--- src/rtl/axis_crc32_mpeg2_check.sv ---
// CRC-32/MPEG-2 receive checker: strips the trailing CRC beat, forwards payload
// with tlast moved onto the final payload beat, and pulses a per-packet status.
module axis_crc32_mpeg2_check #(
    parameter int          AXI_DATA_WIDTH = 32,
    parameter logic [31:0] INIT_CRC       = 32'hFFFFFFFF,
    parameter logic [31:0] POLY_CRC       = 32'h04C11DB7
) (
    input  logic                      aclk,
    input  logic                      aresetn,
    input  logic [AXI_DATA_WIDTH-1:0] s_axis_tdata,
    input  logic                      s_axis_tvalid,
    output logic                      s_axis_tready,
    input  logic                      s_axis_tlast,
    output logic [AXI_DATA_WIDTH-1:0] m_axis_tdata,
    output logic                      m_axis_tvalid,
    input  logic                      m_axis_tready,
    output logic                      m_axis_tlast,
    output logic                      crc_done,
    output logic                      crc_ok,
    output logic [31:0]               crc_calc
);

    function automatic logic [31:0] step32(input logic [31:0] c_in);
        logic [31:0] c;
        c = c_in;
        for (int i = 0; i < 32; i++) begin
            if (c[31]) c = {c[30:0], 1'b0} ^ POLY_CRC;
            else       c = {c[30:0], 1'b0};
        end
        return c;
    endfunction

    logic [AXI_DATA_WIDTH-1:0] h_data;
    logic                      h_valid;
    logic [AXI_DATA_WIDTH-1:0] o_data;
    logic                      o_last;
    logic                      o_valid;
    logic [31:0]               acc;
    logic [31:0]               acc_next;
    logic                      accept;

    // The hold register delays each payload beat by one so tlast can be
    // placed on it once the following beat turns out to be the CRC word.
    assign s_axis_tready = !h_valid || !o_valid || m_axis_tready;
    assign accept        = s_axis_tvalid && s_axis_tready;
    assign acc_next      = step32(acc ^ s_axis_tdata);

    assign m_axis_tdata  = o_data;
    assign m_axis_tlast  = o_last;
    assign m_axis_tvalid = o_valid;

    always_ff @(posedge aclk) begin
        if (!aresetn) begin
            h_data   <= '0;
            h_valid  <= 1'b0;
            o_data   <= '0;
            o_last   <= 1'b0;
            o_valid  <= 1'b0;
            acc      <= INIT_CRC;
            crc_done <= 1'b0;
            crc_ok   <= 1'b0;
            crc_calc <= '0;
        end else begin
            crc_done <= 1'b0;
            if (o_valid && m_axis_tready) begin
                o_valid <= 1'b0;
            end
            if (accept && h_valid) begin
                o_data  <= h_data;
                o_last  <= s_axis_tlast;
                o_valid <= 1'b1;
            end
            if (accept) begin
                if (s_axis_tlast) begin
                    crc_calc <= acc;
                    crc_ok   <= (acc == s_axis_tdata);
                    crc_done <= 1'b1;
                    h_valid  <= 1'b0;
                    acc      <= INIT_CRC;
                end else begin
                    acc      <= acc_next;
                    h_data   <= s_axis_tdata;
                    h_valid  <= 1'b1;
                end
            end
        end
    end

endmodule
--- config.mk ---
export PLATFORM = sky130hd
export DESIGN_NAME = axis_crc32_mpeg2_check
export DESIGN_NICKNAME = d
export VERILOG_FILES = /design/src/rtl/axis_crc32_mpeg2_check.sv
export SDC_FILE = /design/constraint.sdc
export NUM_CORES = 1
export LEC_CHECK = 0
export CAP_MARGIN = 10
export CORE_MARGIN = 3
export CORE_UTILIZATION = 50
export DETAILED_ROUTE_END_ITERATION = 12
export PLACE_DENSITY = 0.74
export SYNTH_ARGS = -nofsm -noshare
export SYNTH_HDL_FRONTEND = slang
export SYNTH_SLANG_ARGS = --single-unit
--- constraint.sdc ---
create_clock -name aclk -period 10.3 [get_ports aclk]
set_input_delay 2.575 -clock aclk [delete_from_list [all_inputs] [get_ports aclk]]
set_output_delay 2.575 -clock aclk [all_outputs]
set_load 0.02 [all_outputs]
==> results.sh <==
export IMPL_rsz0062_at_grt="false"
export IMPL_grt_max_degree=84
export IMPL_clkLatencyLatePin_ns=0.43
export IMPL_slowest_stage="clkdlybuf4s50_1"
export IMPL_cts_tree="built"
export IMPL_min_path_type="reg -> reg"
export IMPL_worst_path_buf_inv=2
export IMPL_dr_pass1_iters=5
export IMPL_place_congestion=1.00
export IMPL_grt_pass1_vias=5553
export IMPL_relSlewSlack_pct=23.7
export IMPL_seq_area_frac_synth_pct=33.8
export IMPL_track_usage_pct=25.2
export IMPL_worstMarginPinSlew_ns=1.14
export IMPL_clk_pin_slew_ns=0.06
export IMPL_cts_num_sinks=133
export IMPL_worstPathArrival_ns=3.81
export IMPL_start_util_pct=51.5
export IMPL_fin_skew_ns=0.00842
export IMPL_antenna_left=0
export IMPL_maxCapViolations=0
export IMPL_root_buffer="clkbuf_16"
export IMPL_syn_inst=754
export IMPL_routed_via_count=5740
export IMPL_slowest_delay_ns=0.62
export IMPL_synth_seq_cells=133
export IMPL_nets=887
export IMPL_io_buffers=105
export IMPL_start_kind="input pin"
export IMPL_crit_path_max_fanout=3
export IMPL_hpwl_mm=16.7
export IMPL_synth_net_count=793
export IMPL_cp_data_required_time_ns=7.73
export IMPL_ys_warn_count=0
export IMPL_cts_made_buffers=17
export IMPL_status="completed"
export IMPL_period_needed_ns=6.39
export IMPL_critPathTopFamily="buffers and inverters"
export IMPL_core_region_area_um2=15300
export IMPL_cts_resized=0
export IMPL_antenna_found_initial=0
export IMPL_final_hold_viol_count=0
export IMPL_setup_tns_ns=0
export IMPL_criticalPathCategory="in -> out"
export IMPL_grt_pass1_wl_mm=33.4
export IMPL_overflow=0
export IMPL_min_period_over_period_pct=62.0
export IMPL_h_tree_depth=4
export IMPL_synth_cell_type_count=34
export IMPL_drt_iter0_markers=458
export IMPL_layout_drive_gt1_share_pct=8.36
export IMPL_synth_area_per_cell_um2=10.5
export IMPL_drc=0
export IMPL_cp_common_cell="clkdlybuf4s50_1"
export IMPL_fmax_mhz=157
export IMPL_routed_wl_mm=21.7
export IMPL_slew_viol_final=0
export IMPL_cts_setup_buffers=0
export IMPL_ios=106
export IMPL_setup_viol=0
export IMPL_syn_area_um2=7890
export IMPL_wl_per_cell_um=20.3
export IMPL_cp_end_kind="output port"
export IMPL_antennaDiodeCount=0
export IMPL_avgViaCountPerCell=5.35
export IMPL_die_h_um=132
export IMPL_row_count=45
export IMPL_syn_to_final_growth_pct=22.9
export IMPL_die_w_um=132
export IMPL_ctsHoldBuffers=0
export IMPL_clock_path_buffers=2
export IMPL_path_cells="clkdlybuf4s50_1 -> nand3b_1 -> clkdlybuf4s50_1"
export IMPL_dieArea_um2=17300
worst paths after layout:
| path | start | endpoint | slack, ns | cells past startpoint |
|---|---|---|---|---|
| worst max-delay path | m_axis_tready | s_axis_tready | 3.91 | 3 |
| worst min-delay path | m_axis_tdata[22] | m_axis_tdata[22] | 0.46 | 2 |
| worst max register to register | acc[23] | acc[28] | 6.24 | 9 |
| worst min register to register | m_axis_tdata[22] | m_axis_tdata[22] | 0.46 | 2 |
stage by stage:
stage,worst slack (ns),hold slack [ns],utilization (%),cells,instance area [um^2]
finish,3.91,0.461,63.3,1072,9690
CTS,3.91,0.464,63.3,1072,9690
floorplan,4.80,0.441,-,754,7890
global route,3.84,0.483,63.3,1072,9690
global placement,3.49,0.450,59.5,1040,9110
detailed placement,3.58,0.458,59.5,1040,9110
logic make-up after synthesis:
family / Yosys count / synth area share (%)
and+or+nand+nor: 166 / 8.42
DFF: 133 / 33.8
adders and majority gates: 2 / 0.317
AOI/OAI and AO/OA: 133 / 13.3
xor gates and xnor gates: 282 / 42.4
buffers and inverters: 38 / 1.81
synthesized netlist by cell type:
master / n / area (um^2)
a21boi_0: 66 / 495
a21boi_1: 1 / 7.51
a22o_1: 32 / 280
a32o_1: 1 / 10.0
and2_1: 2 / 12.5
and3_1: 2 / 12.5
buf_1: 1 / 3.75
clkbuf_1: 34 / 128
dfxtp_1: 133 / 2660
ha_1: 2 / 25.0
inv_1: 1 / 3.75
inv_2: 2 / 7.51
nand2_1: 147 / 552
nand2b_1: 2 / 12.5
nand3_1: 2 / 10.0
nand3b_1: 1 / 7.51
nand4_1: 6 / 37.5
nor2_1: 2 / 7.51
nor4_1: 2 / 12.5
o21a_1: 1 / 7.51
o22a_1: 18 / 158
o22ai_1: 13 / 81.3
o32a_1: 1 / 10.0
xnor2_1: 169 / 1480
xnor2_2: 12 / 195
xnor2_4: 6 / 165
xnor3_1: 35 / 788
xnor3_2: 6 / 143
xnor3_4: 1 / 26.3
xor2_1: 46 / 403
xor2_2: 4 / 65.1
xor2_4: 1 / 27.5
xor3_1: 1 / 23.8
xor3_2: 1 / 25.0
per-layer routing:
metal | routed length [um] | track usage, %
met3 | 1390 | 5.70
met5 | 0 | 0
met1 | 9930 | 34.9
met2 | 9920 | 39.0
met4 | 486 | 8.58
sequential cells by signal, summed over array words and instances (netlist names):
signal         cells
crc_done           1
m_axis_tlast       1
h_data            32
m_axis_tvalid      1
h_valid            1
crc_ok             1
m_axis_tdata      32
crc_calc          32
acc               32
worst min-delay path: cells and delay by family (launching register included):
family | cells | cell delay, ns
AOI/OAI and AO/OA | 1 | 0.06
DFF | 1 | 0.30
and+or+nand+nor | 1 | 0.04
layout by cell type, fill, tap and decap left out, types with 6 or more instances in the layout:
cell,n
a21boi_0,66
a22o_1,32
clkbuf_16,17
clkdlybuf4s50_1,104
dfxtp_1,133
nand2_1,147
nand4_1,6
o22a_1,18
o22ai_1,13
xnor2_1,169
xnor2_2,12
xnor2_4,6
xnor3_1,35
xnor3_2,6
xor2_1,46
final cells by class:
cell class | instances | area, um^2
inverter | 3 | 11.3
fill | 1279 | 5620
tap | 211 | 264
clock inverter | 14 | 154
clock buffer | 18 | 429
multi-input combinational | 583 | 5090
timing repair buffer | 110 | 1080
sequential | 133 | 2660
Power is left out: the tool's default activity adds up to more than one toggle a clock period on the data nets, which glitch-free logic cannot reach.
